$ cat src/rtl/hash_request_scheduler.sv
// hash_request_scheduler: round-robin serializer of requester ops onto a hash table controller; define HASH_SCHED_STATS_EN for op/failure counters
module hash_request_scheduler #(
  parameter int KEY_WIDTH = 2,
  parameter int DATA_WIDTH = 32,
  parameter int NUM_REQ = 2,
  parameter int MEM_LATENCY = 1,
  localparam int ID_W = $clog2(NUM_REQ)
) (
  input  logic                             clk,
  input  logic                             reset,
  input  logic [NUM_REQ-1:0]               req_valid_i,
  output logic [NUM_REQ-1:0]               req_ready_o,
  input  logic [2*NUM_REQ-1:0]             req_op_i,
  input  logic [KEY_WIDTH*NUM_REQ-1:0]     req_key_i,
  input  logic [DATA_WIDTH*NUM_REQ-1:0]    req_data_i,
  output logic [1:0]                       ctrl_op_o,
  output logic [KEY_WIDTH-1:0]             ctrl_key_o,
  output logic [DATA_WIDTH-1:0]            ctrl_data_o,
  output logic                             ctrl_clk_en_o,
  input  logic [DATA_WIDTH-1:0]            ctrl_read_data_i,
  input  logic                             ctrl_no_deletion_target_i,
  input  logic                             ctrl_no_write_space_i,
  input  logic                             ctrl_no_element_found_i,
  input  logic                             ctrl_key_already_present_i,
  output logic                             rsp_valid_o,
  input  logic                             rsp_ready_i,
  output logic [ID_W-1:0]                  rsp_id_o,
  output logic [DATA_WIDTH-1:0]            rsp_data_o,
  output logic [2:0]                       rsp_status_o
`ifdef HASH_SCHED_STATS_EN
  ,
  output logic [15:0]                      stat_ops_o,
  output logic [15:0]                      stat_fail_o
`endif
);
  typedef enum logic [1:0] {IDLE, LOOKUP, COMMIT, RESPOND} state_t;
  state_t state, state_n;
  logic [ID_W-1:0] rr_ptr, gnt_id, cand;
  logic gnt_valid, hs;
  logic [1:0] op_q, lat_cnt;
  logic [2:0] status_n;
  // round-robin search starting at rr_ptr; lowest offset wins
  always_comb begin
    gnt_valid = 1'b0;
    gnt_id = '0;
    cand = '0;
    for (int i = NUM_REQ - 1; i >= 0; i--) begin
      cand = ID_W'((int'(rr_ptr) + i) % NUM_REQ);
      if (req_valid_i[cand]) begin
        gnt_valid = 1'b1;
        gnt_id = cand;
      end
    end
  end
  assign hs = state == IDLE && gnt_valid;
  assign status_n = ctrl_key_already_present_i ? 3'b011 :
                    ctrl_no_write_space_i      ? 3'b010 :
                    ctrl_no_deletion_target_i  ? 3'b100 :
                    ctrl_no_element_found_i    ? 3'b001 : 3'b000;
  // state register
  always_ff @(posedge clk) begin
    if (reset) state <= IDLE;
    else state <= state_n;
  end
  // next state; outputs gated by reset so an aborted request never reaches the controller
  always_comb begin
    state_n = state == IDLE    ? (hs ? (req_op_i[2*int'(gnt_id) +: 2] == 2'b00 ? RESPOND : LOOKUP) : IDLE) :
              state == LOOKUP  ? (lat_cnt == 2'(MEM_LATENCY - 1) ? COMMIT : LOOKUP) :
              state == COMMIT  ? RESPOND :
                                 (rsp_ready_i ? IDLE : RESPOND);
    req_ready_o = (!reset && hs) ? NUM_REQ'(1) << gnt_id : '0;
    ctrl_op_o = (!reset && state == COMMIT) ? op_q : 2'b00;
    ctrl_clk_en_o = !reset && state == COMMIT;
    rsp_valid_o = !reset && state == RESPOND;
  end
  // request latch, latency counter and response capture
  always_ff @(posedge clk) begin
    if (reset) begin
      rr_ptr <= '0;
      op_q <= 2'b00;
      lat_cnt <= 2'd0;
      ctrl_key_o <= '0;
      ctrl_data_o <= '0;
      rsp_id_o <= '0;
      rsp_data_o <= '0;
      rsp_status_o <= 3'b000;
    end else begin
      if (hs) begin
        rr_ptr <= gnt_id == ID_W'(NUM_REQ - 1) ? '0 : gnt_id + ID_W'(1);
        op_q <= req_op_i[2*int'(gnt_id) +: 2];
        ctrl_key_o <= req_key_i[KEY_WIDTH*int'(gnt_id) +: KEY_WIDTH];
        ctrl_data_o <= req_data_i[DATA_WIDTH*int'(gnt_id) +: DATA_WIDTH];
        rsp_id_o <= gnt_id;
        rsp_data_o <= '0;
        rsp_status_o <= 3'b000;
        lat_cnt <= 2'd0;
      end
      if (state == LOOKUP) lat_cnt <= lat_cnt + 2'd1;
      if (state == COMMIT) begin
        rsp_data_o <= op_q == 2'b01 ? ctrl_read_data_i : '0;
        rsp_status_o <= status_n;
      end
    end
  end
`ifdef HASH_SCHED_STATS_EN
  // saturating commit and failure counters
  always_ff @(posedge clk) begin
    if (reset) begin
      stat_ops_o <= '0;
      stat_fail_o <= '0;
    end else if (state == COMMIT) begin
      if (stat_ops_o != 16'hFFFF) stat_ops_o <= stat_ops_o + 16'd1;
      if (stat_fail_o != 16'hFFFF && status_n != 3'b000) stat_fail_o <= stat_fail_o + 16'd1;
    end
  end
`endif
endmodule

$ cat config.mk
export PLATFORM = sky130hd
export DESIGN_NAME = hash_request_scheduler
export DESIGN_NICKNAME = d
export VERILOG_FILES = /design/src/rtl/hash_request_scheduler.sv
export SDC_FILE = /design/constraint.sdc
export NUM_CORES = 1
export LEC_CHECK = 0
export CAP_MARGIN = 10
export CORE_MARGIN = 1
export CORE_UTILIZATION = 36
export CTS_CLUSTER_DIAMETER = 150
export CTS_CLUSTER_SIZE = 28
export DETAILED_ROUTE_END_ITERATION = 7
export PLACE_DENSITY = 0.8
export SYNTH_ARGS = -nofsm -noshare
export SYNTH_HDL_FRONTEND = slang
export SYNTH_SLANG_ARGS = --single-unit
$ cat constraint.sdc
create_clock -name clk -period 2 [get_ports clk]
set_clock_uncertainty 0.2 [all_clocks]
set_input_delay 0.4 -clock clk [delete_from_list [all_inputs] [get_ports clk]]
set_output_delay 0.4 -clock clk [all_outputs]
set_load 0.05 [all_outputs]
=== Yosys cells after proc, flatten, opt, wreduce, memory -nomap -nowiden ===
Index checks and enable logic that the tools add are counted.

* Add/subtract/negate cells: 3
* Magnitude comparators: 2
* Equality and inequality tests: 4
* Shifts and indexed selects: 4
* Muxes and demuxes: 29
* Reductions and logical operators: 10

{| class="wikitable"
|+ Operators by type and width
! operator !! number
|-
| 32-bit 2-to-1 mux || 3
|-
| 64-bit by 7-bit variable part select with 32-bit output || 1
|-
| 2-bit 2-to-1 mux || 11
|-
| 3-bit 2-to-1 mux || 5
|-
| 1-bit 2-to-1 mux || 10
|-
| 4-bit by 3-bit variable part select with 2-bit output || 2
|-
| 2-bit zero test || 3
|-
| 2-bit by 1-bit == test with 1-bit output (second input constant) || 2
|-
| 2-bit == test (second input constant) || 2
|-
| 1-bit logical AND || 4
|-
| 1-bit by 2-bit < comparator with 1-bit output (second input constant) || 2
|-
| 2-bit nonzero test || 2
|-
| 1-bit adder (second input constant) || 2
|-
| 2-bit by 1-bit adder with 2-bit output (second input constant) || 1
|-
| 1-bit by 1-bit << shifter with 2-bit output (first input constant) || 1
|-
| 1-bit zero test || 1
|}

* Flip-flop bits (word level): 77
* Bits of input ports: 113
* Output and inout port bits: 76
* Word-level logic and storage cells: 61

=== Longest topological paths before layout ===
* Depth in word-level cells: 10
* Mapped depth: 6
* Mapped depth without buffers: 5

=== Least setup slack after synthesis ===
No wires, ideal clock.

* Path kind: input -> output
* From: input port reset
* To: output port ctrl_op_o[0]
* Arrival: 1.624 ns
* Data required time: 1.400 ns
* Setup slack: -0.224 ns
* Stages on the path: 5
* Cell sequence: buf_2 > inv_1 > nand3b_1 > inv_1 > and2_1

* Longest elaborated chain between the ends: 3

{| class="wikitable"
|+ Ends and longest elaborated chain
! what !! RTL line !! RTL
|-
| from (decl) || 10 || <nowiki>input logic reset,</nowiki>
|-
| 1-bit zero test || - ||
|-
| 1-bit logical AND || - ||
|-
| via ctrl_clk_en_o || 19 || <nowiki>output logic ctrl_clk_en_o,</nowiki>
|-
| 2-bit 2-to-1 mux || 72 || <nowiki>ctrl_op_o = (!reset && state == COMMIT) ? op_q : 2'b00;</nowiki>
|-
| to (decl) || 16 || <nowiki>output logic [1:0] ctrl_op_o,</nowiki>
|}

The timed path passes the listed nets, and every way through them passes these cells.

=== Final worst setup path ===
* From: register state[0]
* To: output port req_ready_o[1]

* Longest elaborated chain between the ends: 4

{| class="wikitable"
|+ Ends and longest elaborated chain
! what !! RTL line !! RTL
|-
| from (decl) || 37 || <nowiki>state_t state, state_n;</nowiki>
|-
| from (signal assigned) || 63 || <nowiki>else state <= state_n;</nowiki>
|-
| 2-bit zero test || 55 || <nowiki>assign hs = state == IDLE && gnt_valid;</nowiki>
|-
| 1-bit logical AND || 55 ||
|-
| 1-bit logical AND || 71 || <nowiki>req_ready_o = (!reset && hs) ? NUM_REQ'(1) << gnt_id : '0;</nowiki>
|-
| 2-bit 2-to-1 mux || 71 ||
|-
| to (decl) || 12 || <nowiki>output logic [NUM_REQ-1:0] req_ready_o,</nowiki>
|}

No other way between the ends.

==> run summary <==
The run finished with clean final reports. For the finished layout, the period the worst path requires is 1.95 ns. Post-route core utilization: 0.656.

The worst setup path is launched from a flip-flop. The mux share of post-synthesis cell area came out at 0.00343. The run gives 0.221 as the power share of the clock group. The mean cell area of the mapped netlist is 10.0 um^2, and the clock transition at the register clock pins on the worst setup and hold paths after CTS is 0.08 ns. In this run the core area contains 32 standard-cell rows.

The logs give 2.12 nW for the leakage power and 3 for the H-tree depth reported by CTS. The buffers plus inverters on the worst setup path was 2; the leftover overflow at the end of global routing was 0. Ratio of cells with drive above 1 in the final layout: 0.272.

The tools report the via count of the first global-routing pass as 3002. The pin count of the biggest net entering global routing is 45, and the post-synth net total is 405. In this run the vertical extent of the chip is 92.0 um. For the total die area, the log shows 8460 um^2. The area growth from synthesis to layout is 74.9%. By area, the combinational part of the netlist is dominated by compound AO/OA/AOI/OAI gates.

The run gives 4 as the first-pass detailed-route iteration total. The count of nets left with antenna violations once routing finished came out at 0. The starting density of the core is 0.375, and the sum of routed wire length over all layers is 9.21 mm.

By area the synthesized netlist is led by dfxtp_1, a22oi_1, a221o_1. Origin of the critical flop-to-flop path: state[1]. The last weighted congestion value of the routability-driven placer is 0.845, and the standard cell core area is 7770 um^2. The repair_antennas step left the layout with diodes totalling 0.

The library cell used most frequently in the layout, excluding fill and tap cells, is clkdlybuf4s50_1. Max-cap violations in this run came to 0. The clock passes through at most 2 buffers. Dividing the detail-routed via count by the number of cells gives 5.05.

Setup repair after global routing could not meet its margin everywhere. The startpoint identified for the worst hold timing path is rsp_id_o. In the routed design, unresolved DRC markers number 0. The hold violation count in the final report was 0; the worst hold slack across all endpoints was 0.262 ns. The most critical setup path has its startpoint at state[0].

The cell-internal power was 3.00 mW; the total power per unit cell area was 937 nW/um^2. On the worst path, the slowest cell contributes a delay of 0.37 ns. After detailed routing, the average wire length per cell comes to 15.4 um. The run gives -0.240 ns as the post-placement worst setup slack.

For the worst setup slack after layout, the log shows 0.0491 ns. The highest-delay cell along the critical path was dfxtp_4. The number of buffer cells added on primary ports is 188. The path class of the lowest-slack min-delay path was reg2reg. The cell sitting at the root of the clock tree is a clkbuf_8. The area share of fa/ha/maj cells after synthesis is 0.00429, and the complex-gate fraction of the synthesized area is 0.248. TritonCTS created 9 clock buffers. Summed over all nets, the switching power comes to 1.78 mW. The classification of the worst setup path is reg2out. The combinational fraction of design power was 0.395.

Area fraction in and, or, nand and nor cells after synthesis: 0.166. The type of destination of the critical path is a primary output. Counting the fill cells in the layout gives 657. TritonCTS built the clock tree. Of all nets on the critical path, the largest fanout is 7. The switching share of total power came out at 0.373. The floorplan die width was 92.0 um. The fraction of synthesized cell area taken by the top area cell type was 0.529.

The tools report the sequential share of power as 0.384. The logs give 0 for the initial antenna violation count and 1.40 ns for the critical path required time. Yosys printed 0 warnings. The dominant delay contributor by cell family on the critical path was simple AND/OR/NAND/NOR gates. The total of flip-flops plus latches after synthesis was 77. After the first detailed-routing iteration, the DRC count stood at 134. For this run, the top clock speed supported by timing is 513 MHz. The post-synthesis xor/xnor area fraction works out to 0. The logs give 0 for the final count of pins violating max slew and 1.35 ns for the worst endpoint data arrival time. Counting every instance in the synthesized netlist gives 291. The worst slew margin relative to its limit is 0.608, and the highest ir drop seen on vdd is 0.565 mV. Number of failing setup endpoints in the final timing report: 0. The number of vias in the routed layout is 3019, and the net count reported at finish is 605. For the cell area after synthesis, the log shows 2920 um^2. The run gives 0.213 as the global router's overall resource usage. The CTS sink count is 77, and the clock latency of the later-clocked register in the worst-skew pair is 0.33 ns. The post-route fraction of the period consumed by the critical path came out at 0.975. The run gives 189 as the number of placed I/O pins. Traced cell by cell, the critical path runs through nor2_4, nand3_2, nor2_2, buf_6, buf_12.

The measured slew at the worst slew-check pin works out to 0.588 ns. dfxtp_1 takes more of the synthesized area than any other cell. In the layout the commonest cells are clkdlybuf4s50_1, buf_4, dfxtp_1. The wire length of the first global-routing pass is 14.3 mm, and the HPWL reported at the end of detailed placement is 6.66 mm.

The sequential fraction of the synthesis area is 0.529. The post-synthesis cell type count is 34, and the slack of the worst reg-to-reg path is 0.10 ns.
-- state kept, by name (all words and copies together), names as in the netlist --
signal	count
rr_ptr	1
rsp_data_o	32
state	2
op_q	2
lat_cnt	2
rsp_status_o	3
ctrl_data_o	32
ctrl_key_o	2
rsp_id_o	1
-- metal layers --
metal | up-vias | GRT usage | wire length, um
met5 | - | 0 | 0
met1 | 1419 | 0.249 | 3900
li1 | 1471 | - | -
met4 | 0 | 0.0964 | 252
met2 | 109 | 0.376 | 4540
met3 | 20 | 0.0415 | 522
-- cells in the mapped netlist (all sizes together) --
| master | number |
|---|---|
| a21o | 2 |
| a21oi | 9 |
| a221o | 20 |
| a222oi | 12 |
| a22oi | 34 |
| a311oi | 1 |
| a31o | 1 |
| and2 | 24 |
| and3 | 3 |
| and4bb | 1 |
| buf | 19 |
| clkbuf | 6 |
| dfxtp | 77 |
| ha | 1 |
| inv | 4 |
| mux2i | 1 |
| nand2 | 5 |
| nand2b | 3 |
| nand3 | 5 |
| nand3b | 2 |
| nand4b | 1 |
| nor2 | 50 |
| nor2b | 1 |
| o21ai | 3 |
| o21bai | 1 |
| o22ai | 1 |
| o2bb2ai | 3 |
| or2 | 1 |
-- cells by family after synthesis --
family / Yosys count
flops: 77
compound gates: 87
fa+ha+maj: 1
mux: 1
buf+inv: 29
simple gates: 96
-- worst reg2reg max path: stages, from the launching register on --
cell      delay [ns]
dfxtp_2         0.40
nor2_4          0.06
buf_4           0.12
buf_4           0.14
and3_1          0.35
a222oi_1        0.43
nor2_1          0.08
-- layout make-up --
cell class / count / area [um^2] / area share
tap: 102 / 128 / 0.0250
multi-input combinational: 185 / 1250 / 0.245
clock inverter: 6 / 38.8 / 0.00761
timing repair buffer: 214 / 1980 / 0.388
inverter: 4 / 18.8 / 0.00368
sequential: 77 / 1550 / 0.304
clock buffer: 10 / 138 / 0.0270
-- per-stage QoR --
stage,cells,area [um^2],TNS [ns],power (mW)
floorplan,291,2930,0,2.97
global placement,573,4810,-2.55,3.64
detailed placement,573,4810,-4.97,3.68
CTS,594,5040,0,4.77
global route,598,5100,-0.0773,5.01
finish,598,5100,0,4.77
-- repair_timing --
item                                    in CTS  in global routing
setup buffers                                5                  4
endpoints found under the setup margin       4                  3
hold buffers                                 0                  0
gates resized for setup                      7                  9
pin swaps                                    2                  4
-- power by group through the flow --
stage	Combinational (mW)	Sequential, mW	Clock [mW]
4_1_cts	1.85	1.83	1.08
2_1_floorplan	0.607	2.37	0
3_5_place_dp	1.82	1.86	0
3_3_place_gp	1.78	1.86	0
5_1_grt	1.99	1.86	1.16
6_report	1.89	1.84	1.05
-- path summary, 6_finish.rpt --
| check | cells after the start | to |
|---|---|---|
| max reg2reg | 6 | ctrl_key_o[0] |
| max | 5 | req_ready_o[1] |
| min | 1 | rsp_id_o |
| min reg2reg | 1 | rsp_id_o |
Note: power is estimated with default switching activity, not from simulation.
